### src/rtl/poly_tone_synth.sv
// Polyphonic square-wave synthesiser: CHANNELS voices with programmable half-period
// and volume, summed into a registered mix word and converted to a 1-bit PDM stream.
module poly_tone_synth #(
  parameter  int CHANNELS = 4,
  parameter  int PERIOD_W = 12,
  parameter  int VOL_W    = 4,
  localparam int ADDR_W   = (CHANNELS > 1) ? $clog2(CHANNELS) : 1,
  localparam int MIX_W    = VOL_W + ADDR_W
) (
  input  logic                clk,
  input  logic                rst_n,
  input  logic                ena,
  input  logic                wr_en,
  input  logic [1:0]          wr_sel,
  input  logic [ADDR_W-1:0]   wr_addr,
  input  logic [PERIOD_W-1:0] wr_data,
  output logic [CHANNELS-1:0] chan_wave,
  output logic [MIX_W-1:0]    mix_out,
  output logic                pdm_out
);

  localparam logic [1:0] SEL_PERIOD = 2'b00;
  localparam logic [1:0] SEL_VOLUME = 2'b01;
  localparam logic [1:0] SEL_SYNC   = 2'b10;

  logic [PERIOD_W-1:0] period_q [CHANNELS];
  logic [PERIOD_W-1:0] period_d [CHANNELS];
  logic [VOL_W-1:0]    vol_q    [CHANNELS];
  logic [VOL_W-1:0]    vol_d    [CHANNELS];
  logic [PERIOD_W-1:0] cnt_q    [CHANNELS];
  logic [PERIOD_W-1:0] cnt_d    [CHANNELS];
  logic [CHANNELS-1:0] ph_q, ph_d;
  logic [CHANNELS-1:0] addr_hit;
  logic [MIX_W-1:0]    mix_q, mix_d;
  logic [MIX_W-1:0]    acc_q, acc_d;
  logic [MIX_W:0]      acc_sum;
  logic                pdm_q, pdm_d;

  always_comb begin
    addr_hit = '0;
    for (int i = 0; i < CHANNELS; i++) begin
      addr_hit[i] = wr_en && (wr_addr == ADDR_W'(i));
    end
  end

  always_comb begin
    period_d = period_q;
    vol_d    = vol_q;
    cnt_d    = cnt_q;
    ph_d     = ph_q;

    for (int i = 0; i < CHANNELS; i++) begin
      if (period_q[i] == '0) begin
        cnt_d[i] = '0;
        ph_d[i]  = 1'b0;
      end else if (ena) begin
        if (cnt_q[i] == period_q[i] - PERIOD_W'(1)) begin
          cnt_d[i] = '0;
          ph_d[i]  = ~ph_q[i];
        end else begin
          cnt_d[i] = cnt_q[i] + PERIOD_W'(1);
        end
      end

      // A period write restarts the count and suppresses any wrap toggle this cycle.
      if (addr_hit[i] && (wr_sel == SEL_PERIOD)) begin
        period_d[i] = wr_data;
        cnt_d[i]    = '0;
        ph_d[i]     = ph_q[i];
      end else if (addr_hit[i] && (wr_sel == SEL_VOLUME)) begin
        vol_d[i] = wr_data[VOL_W-1:0];
      end

      if (wr_en && (wr_sel == SEL_SYNC)) begin
        cnt_d[i] = '0;
        ph_d[i]  = 1'b0;
      end
    end
  end

  always_comb begin
    mix_d = '0;
    for (int i = 0; i < CHANNELS; i++) begin
      if (ph_q[i]) begin
        mix_d = mix_d + MIX_W'(vol_q[i]);
      end
    end
  end

  always_comb begin
    acc_sum = {1'b0, acc_q} + {1'b0, mix_q};
    acc_d   = acc_q;
    pdm_d   = 1'b0;
    if (ena) begin
      acc_d = acc_sum[MIX_W-1:0];
      pdm_d = acc_sum[MIX_W];
    end
  end

  always_ff @(posedge clk or negedge rst_n) begin
    if (!rst_n) begin
      for (int i = 0; i < CHANNELS; i++) begin
        period_q[i] <= '0;
        vol_q[i]    <= '0;
        cnt_q[i]    <= '0;
      end
      ph_q  <= '0;
      mix_q <= '0;
      acc_q <= '0;
      pdm_q <= 1'b0;
    end else begin
      period_q <= period_d;
      vol_q    <= vol_d;
      cnt_q    <= cnt_d;
      ph_q     <= ph_d;
      mix_q    <= mix_d;
      acc_q    <= acc_d;
      pdm_q    <= pdm_d;
    end
  end

  assign chan_wave = ph_q;
  assign mix_out   = mix_q;
  assign pdm_out   = pdm_q;

endmodule

### config.mk
export PLATFORM = sky130hd
export DESIGN_NAME = poly_tone_synth
export DESIGN_NICKNAME = d
export VERILOG_FILES = /design/src/rtl/poly_tone_synth.sv
export SDC_FILE = /design/constraint.sdc
export NUM_CORES = 1
export LEC_CHECK = 0
export ABC_AREA = 1
export CAP_MARGIN = 20
export CORE_ASPECT_RATIO = 1.4
export CORE_MARGIN = 2
export CORE_UTILIZATION = 37
export DETAILED_ROUTE_END_ITERATION = 8
export SLEW_MARGIN = 40
export SYNTH_ARGS = -nofsm -noshare
export SYNTH_HDL_FRONTEND = slang
export SYNTH_SLANG_ARGS = --single-unit
### constraint.sdc
create_clock -name clk -period 3.4 [get_ports clk]
set_clock_uncertainty 0.15 [all_clocks]
set_input_delay 0.34 -clock clk [delete_from_list [all_inputs] [get_ports clk]]
set_output_delay 0.34 -clock clk [all_outputs]
set_load 0.01 [all_outputs]
==> results of run 1 <==
-- worst max-delay path by stage --
| stage | startpoint | end | slack [ps] | cells past startpoint |
|---|---|---|---|---|
| after floorplan | chan_wave[0] | mix_out[5] | 2 | 19 |
| final | chan_wave[0] | mix_out[5] | 40 | 19 |
| after CTS | chan_wave[0] | mix_out[5] | 10 | 19 |
| after global routing | chan_wave[0] | mix_out[5] | -70 | 19 |
| after global placement | chan_wave[0] | mix_out[5] | -40 | 19 |
| after detailed placement | chan_wave[0] | mix_out[5] | -110 | 19 |
-- cells by family (layout without fill, tap and decap cells) --
logic type | Yosys count | count (layout) | synth area share [%]
buffers and inverters | 186 | 246 | 8.46
and+or+nand+nor | 646 | 646 | 33.4
xor gates and xnor gates | 59 | 59 | 6.00
adders and majority gates | 34 | 34 | 5.29
DFF | 129 | 129 | 37.5
AOI/OAI and AO/OA | 149 | 149 | 9.33
-- routing by layer --
layer / up-vias / global-route usage (%)
li1: 3930 / -
met1: 3488 / 19.9
met2: 78 / 34.8
met3: 25 / 2.89
met4: 0 / 6.19
met5: - / 0
-- area by class of cell --
| class | count | area (um2) | share of cell area [%] |
|---|---|---|---|
| Sequential cell | 129 | 3230 | 32.3 |
| Clock buffer | 19 | 453 | 4.53 |
| Multi-Input combinational cell | 888 | 4740 | 47.4 |
| Timing Repair Buffer | 47 | 447 | 4.47 |
| Inverter | 169 | 634 | 6.35 |
| Clock inverter | 11 | 108 | 1.08 |
| Tap cell | 306 | 383 | 3.83 |
-- registers in the layout, summed over array words and instances (netlist names) --
| name | flops |
|---|---|
| pdm_out | 1 |
| mix_out | 6 |
| vol_q | 16 |
| cnt_q | 48 |
| chan_wave | 4 |
| period_q | 48 |
| acc_q | 6 |
-- cells in the mapped netlist (all sizes together) (7+ instances only) --
library cell / instances / area, um2
inv: 169 / 634
o22ai: 13 / 87.6
or2: 8 / 50.1
ha: 30 / 375
nor2: 106 / 468
nand4: 23 / 144
xor2: 41 / 359
a21oi: 26 / 138
buf: 8 / 60.1
clkbuf: 9 / 33.8
nand3b: 7 / 52.6
nor3: 17 / 138
dfrtp: 129 / 3230
nand2: 396 / 1510
o21ai: 100 / 508
xnor2: 18 / 158
nand3: 85 / 485
-- metrics by stage --
stage	total power, uW	instance area (um2)	TNS [ps]	utilization (%)
2_1_floorplan	3940	8640	0	-
3_3_place_gp	4550	9330	-37.8	40.5
3_5_place_dp	4610	9330	-108	40.5
4_1_cts	6420	9940	0	43.2
5_1_grt	6920	10000	-72.7	43.4
6_report	6390	10000	0	43.4
-- power groups by stage --
stage / Sequential (uW) / Clock [uW] / Combinational, uW
finish: 2270 / 1740 / 2380
global route: 2330 / 1840 / 2740
CTS: 2270 / 1780 / 2360
detailed placement: 2290 / 0 / 2320
global placement: 2290 / 0 / 2260
floorplan: 2210 / 0 / 1730
-- what timing repair did --
action	4_1_cts	5_1_grt
buffers inserted	3	3
hold buffers	1	0
gates resized for setup	6	13
pin swaps	6	15
endpoints found under the setup margin	1	3
hold endpoints to repair	77	0
-- worst max-delay path, delay by kind of cell, from the launching register on --
family	cells	cell delay (ps)
adders and majority gates	4	1120
and+or+nand+nor	9	970
DFF	1	410
AOI/OAI and AO/OA	2	360
buffers and inverters	3	140
xor gates and xnor gates	1	80
==> impl_metrics.toml, run 1 <==
[routing]
drc_errors = 0
wl_met1_um = 9070
drtIter0Drc = 329
wire_per_inst_um = 13.4
drt_wl_total_um = 21100
routed_via_density = 4.79
ant_nets = 0
first_pass_iters = 6
num_vias = 7521
top_layer_used = "met4"
met3_length_um = 393
met2_length_um = 11200

[worst_hold_path]
worstHoldStart = "acc_q[0]"
worstHoldPathCells = 2
hold_path.class = "reg -> reg"
whs_endpoint = "acc_q[0]"

[clock_network]
cts_sinks = 129
numCtsBuffers = 17
cts_htree_levels = 4
clk_latency_ps = 420
clockBufferDepth = 2
cts.clk_slew.worst_paths_ps = 60
root_buffer = "clkbuf_16"
cts_tree = "done"

[final_layout]
layout.cells.non_filler = 1569
final_layout_size_suffix_gt1_share_pct = 11.1
fillerInstances = 2315
final_cell_mix = "384 x nand2_1, 154 x inv_1, 128 x dfrtp_1"
final_common_cell = "nand2_1"
syn_to_final_growth_pct = 16.1
nets = 1306
n_antenna_cell = 0

[timing]
min_period_ps = 3360
holdWs_ps = 328
finalHoldViolCount = 0
fmax_mhz = 298
setup_viol = 0
tightest_slew_ps = 677
layout_setup_ws_ps = 39.1
relSlewSlack_pct = 54.9
timing.final.crit_share_pct = 98.9
drv_slew = 0
rsz0062_at_grt = "true"

[synthesis]
yosysSeqAreaShare_pct = 37.5
yosys.cell_types.count = 41
yosys_warnings = 0
synthArstFlopShare_pct = 100
synth_top_flop_cell = "dfrtp_1"
synth_nets = 1257
synthCells = 1203
synth-seq-cells = 129
synth.cell_area_um2 = 8610
avgSynthCellArea_um2 = 7.16
synth_edf_count = 0

[grt]
grt_pass1_wl_um = 35400
track_usage_pct = 18.0
grt_max_degree = 79
grt_pass1_vias = 7305
overflow = 0
antenna_found_initial = 0

[worst_setup_path]
crit_path_top_delay_cell = "fa_2"
r2r_slack_ps = 40
arrival_ps = 3510
reg2reg_depth = 19
critPathMaxFanout = 3
start_kind = "flip-flop"
r2r_start = "chan_wave[0]"
r2r-end = "mix_out[5]"
critical-path-max-stage-delay_ps = 420
path_common_cell = "inv_2"
cp-end-kind = "flip-flop"
crit_required_ps = 3550
crit_chain = "nand2_2, inv_2, ha_4, inv_2, fa_2, o21ai_2, inv_2, fa_2, or2_4, nand3_2, nand2_2, ha_4, nand2_1, nand2_1, a31oi_2, nor2_2, or2_4, nand3_2, xnor2_2"
worst-setup-path-type = "reg -> reg"

[floorplan]
rows = 66
dieArea_um2 = 24500
die_h_um = 184
pin_count = 31
fp.coreArea_um2 = 23000
start_util_pct = 37.4
fp.dieW_um = 133

[place]
dp_hpwl_um = 16000
place_congestion = 0.860
place_inst = 1533
place_ws_ps = -108
portBuffers = 30

[power]
p_clk_share_pct = 27.3
p_seq_share_pct = 35.6
swShare_pct = 39.0
vdd_ir_drop_max_uv = 388
powerDensity_nw_per_um2 = 640
p_leak_uw = 0.00503
switchingPower_uw = 2490
p_comb_share_pct = 37.2
p_int_uw = 3900

[run_status]
status = "completed"

[job]
drv_cap = 0
Note: power is estimated with default switching activity, not from simulation.
==> run 2: changes to the inputs <==
--- a/config.mk
+++ b/config.mk
@@ -11,4 +11,5 @@
 export CORE_MARGIN = 2
 export CORE_UTILIZATION = 37
+export CTS_CLUSTER_SIZE = 40
 export DETAILED_ROUTE_END_ITERATION = 8
 export SLEW_MARGIN = 40
==> constraint.sdc (replaced) <==
create_clock -name clk -period 3.4 [get_ports clk]
set_clock_uncertainty 0.15 [all_clocks]
set_input_delay 0.51 -clock clk [delete_from_list [all_inputs] [get_ports clk]]
set_output_delay 0.51 -clock clk [all_outputs]
set_load 0.01 [all_outputs]
==> impl_metrics.toml, run 2 (synthesis results as in run 1) <==
[timing]
finalHoldViolCount = 0
layout_setup_ws_ps = 3.38
min_period_ps = 3400
drv_slew = 0
setup_viol = 0
timing.final.crit_share_pct = 99.9
rsz0062_at_grt = "true"
fmax_mhz = 294
relSlewSlack_pct = 54.0
tightest_slew_ps = 689

[clock_network]
cts.clk_slew.worst_paths_ps = 60
cts_tree = "done"
numCtsBuffers = 17
clockBufferDepth = 2
cts_htree_levels = 4
root_buffer = "clkbuf_16"
cts_sinks = 129
clk_latency_ps = 430

[job]
drv_cap = 0

[worst_hold_path]
worstHoldPathCells = 2
worstHoldStart = "acc_q[0]"
hold_path.class = "reg -> reg"
whs_endpoint = "acc_q[0]"

[place]
place_congestion = 0.881
dp_hpwl_um = 16500
placed_area_um2 = 9350
portBuffers = 30
place_inst = 1537
place_ws_ps = -99.9

[grt]
grt_pass1_vias = 7601
grt_max_degree = 56
track_usage_pct = 18.7
antenna_found_initial = 0
overflow = 0
grt_pass1_wl_um = 36500

[routing]
drc_errors = 0
ant_nets = 0
routed_via_density = 4.84
first_pass_iters = 5
wire_per_inst_um = 13.7
drt_wl_total_um = 21600
num_vias = 7631
drtIter0Drc = 365

[worst_setup_path]
cp-end-kind = "flip-flop"
crit_start = "chan_wave[0]"
crit_required_ps = 3550
worst-setup-path-type = "reg -> reg"
start_kind = "flip-flop"
critical-path-max-stage-delay_ps = 430
crit_path_top_delay_cell = "fa_2"
crit_family = "adder cells"
arrival_ps = 3550
critPathBufInv = 3
reg2reg_depth = 19
path_common_cell = "inv_2"
crit_chain = "nand2_2, inv_2, ha_4, inv_2, fa_2, o21ai_2, inv_2, fa_2, or2_4, nand3_2, nand2_2, ha_4, nand2_1, nand2_1, a31oi_2, nor2_2, or2_4, nand3_2, xnor2_2"
r2r_start = "chan_wave[0]"
critPathMaxFanout = 3
r2r-end = "mix_out[5]"
r2r_slack_ps = 3

[final_layout]
largestRegisters = "cnt_q (48), period_q (48), vol_q (16)"
final_common_cell = "nand2_1"
layout.cells.non_filler = 1578
finish.instance_area_um2 = 10100
n_antenna_cell = 0
syn_to_final_growth_pct = 17.0
nets = 1313
final_cell_mix = "383 x nand2_1, 155 x inv_1, 128 x dfrtp_1"
final_layout_size_suffix_gt1_share_pct = 11.6

[power]
powerDensity_nw_per_um2 = 653
p_leak_uw = 0.00508
vdd_ir_drop_max_uv = 386

[floorplan]
dieArea_um2 = 24500
fp.dieW_um = 133
fp.coreArea_um2 = 23000
start_util_pct = 37.4
die_h_um = 184
pin_count = 31
rows = 66

[run_status]
status = "completed"
==> run 2: layout make-up <==
| type | instances | area [um2] |
|---|---|---|
| fill | 2357 | 13000 |
| multi-input combinational | 888 | 4750 |
| sequential | 129 | 3230 |
| inverter | 169 | 634 |
| timing repair buffer | 54 | 488 |
| clock buffer | 21 | 460 |
| tap | 306 | 383 |
| clock inverter | 11 | 128 |
==> run 2: worst max-delay path by stage <==
| stage | end | slack, ps | cells after the start |
|---|---|---|---|
| 6_report | mix_out[5] | 3 | 19 |
| 5_1_grt | mix_out[5] | -170 | 19 |
| 4_1_cts | mix_out[5] | 30 | 19 |
| 3_5_place_dp | mix_out[5] | -100 | 19 |
| 3_3_place_gp | mix_out[5] | -30 | 19 |
| 2_1_floorplan | mix_out[5] | 2 | 19 |
==> run 2: worst reg2reg max path, cell delays in order (launching register included) <==
cell     delay (ps)
dfrtp_2         410
nand2_2          80
inv_2            40
ha_4            150
inv_2            50
fa_2            430
o21ai_2         180
inv_2            50
fa_2            340
or2_4           240
nand3_2          60
nand2_2          70
ha_4            230
nand2_1          60
nand2_1          60
a31oi_2         200
nor2_2           80
or2_4           230
nand3_2          90
xnor2_2          70
==> run 2: per-stage QoR <==
stage | TNS (ps) | util (%) | power [uW] | hold WS (ps)
4_1_cts | 0 | 43.5 | 6570 | 335
3_3_place_gp | -28.1 | 40.6 | 4560 | 308
6_report | 0 | 43.7 | 6580 | 329
3_5_place_dp | -99.9 | 40.6 | 4620 | 319
5_1_grt | -243 | 43.7 | 7150 | 379
2_1_floorplan | 0 | - | 3940 | 64.4
==> run 2: power breakdown <==
| part | leakage, uW | switching [uW] | internal (uW) |
|---|---|---|---|
| logic | 0.00314 | 1420 | 1050 |
| registers | 0.00166 | 407 | 1870 |
| clock network | 0.000280 | 705 | 1120 |
| total | 0.00508 | 2530 | 4050 |
==> run 2: layer usage <==
metal	part of all wire [%]	GRT usage (%)	routed length [um]
met5	0	0	0
met4	3.5	8.52	745
met3	2.1	2.89	454
met2	53	35.2	11500
met1	41	20.5	8880
==> run 2: timing repair <==
action | CTS | global route
endpoints found under the setup margin | 1 | 3
pin swaps | 6 | 7
gates resized for setup | 5 | 17
endpoints found under the hold margin | 52 | 0
setup buffers | 8 | 1
hold buffers | 1 | 0
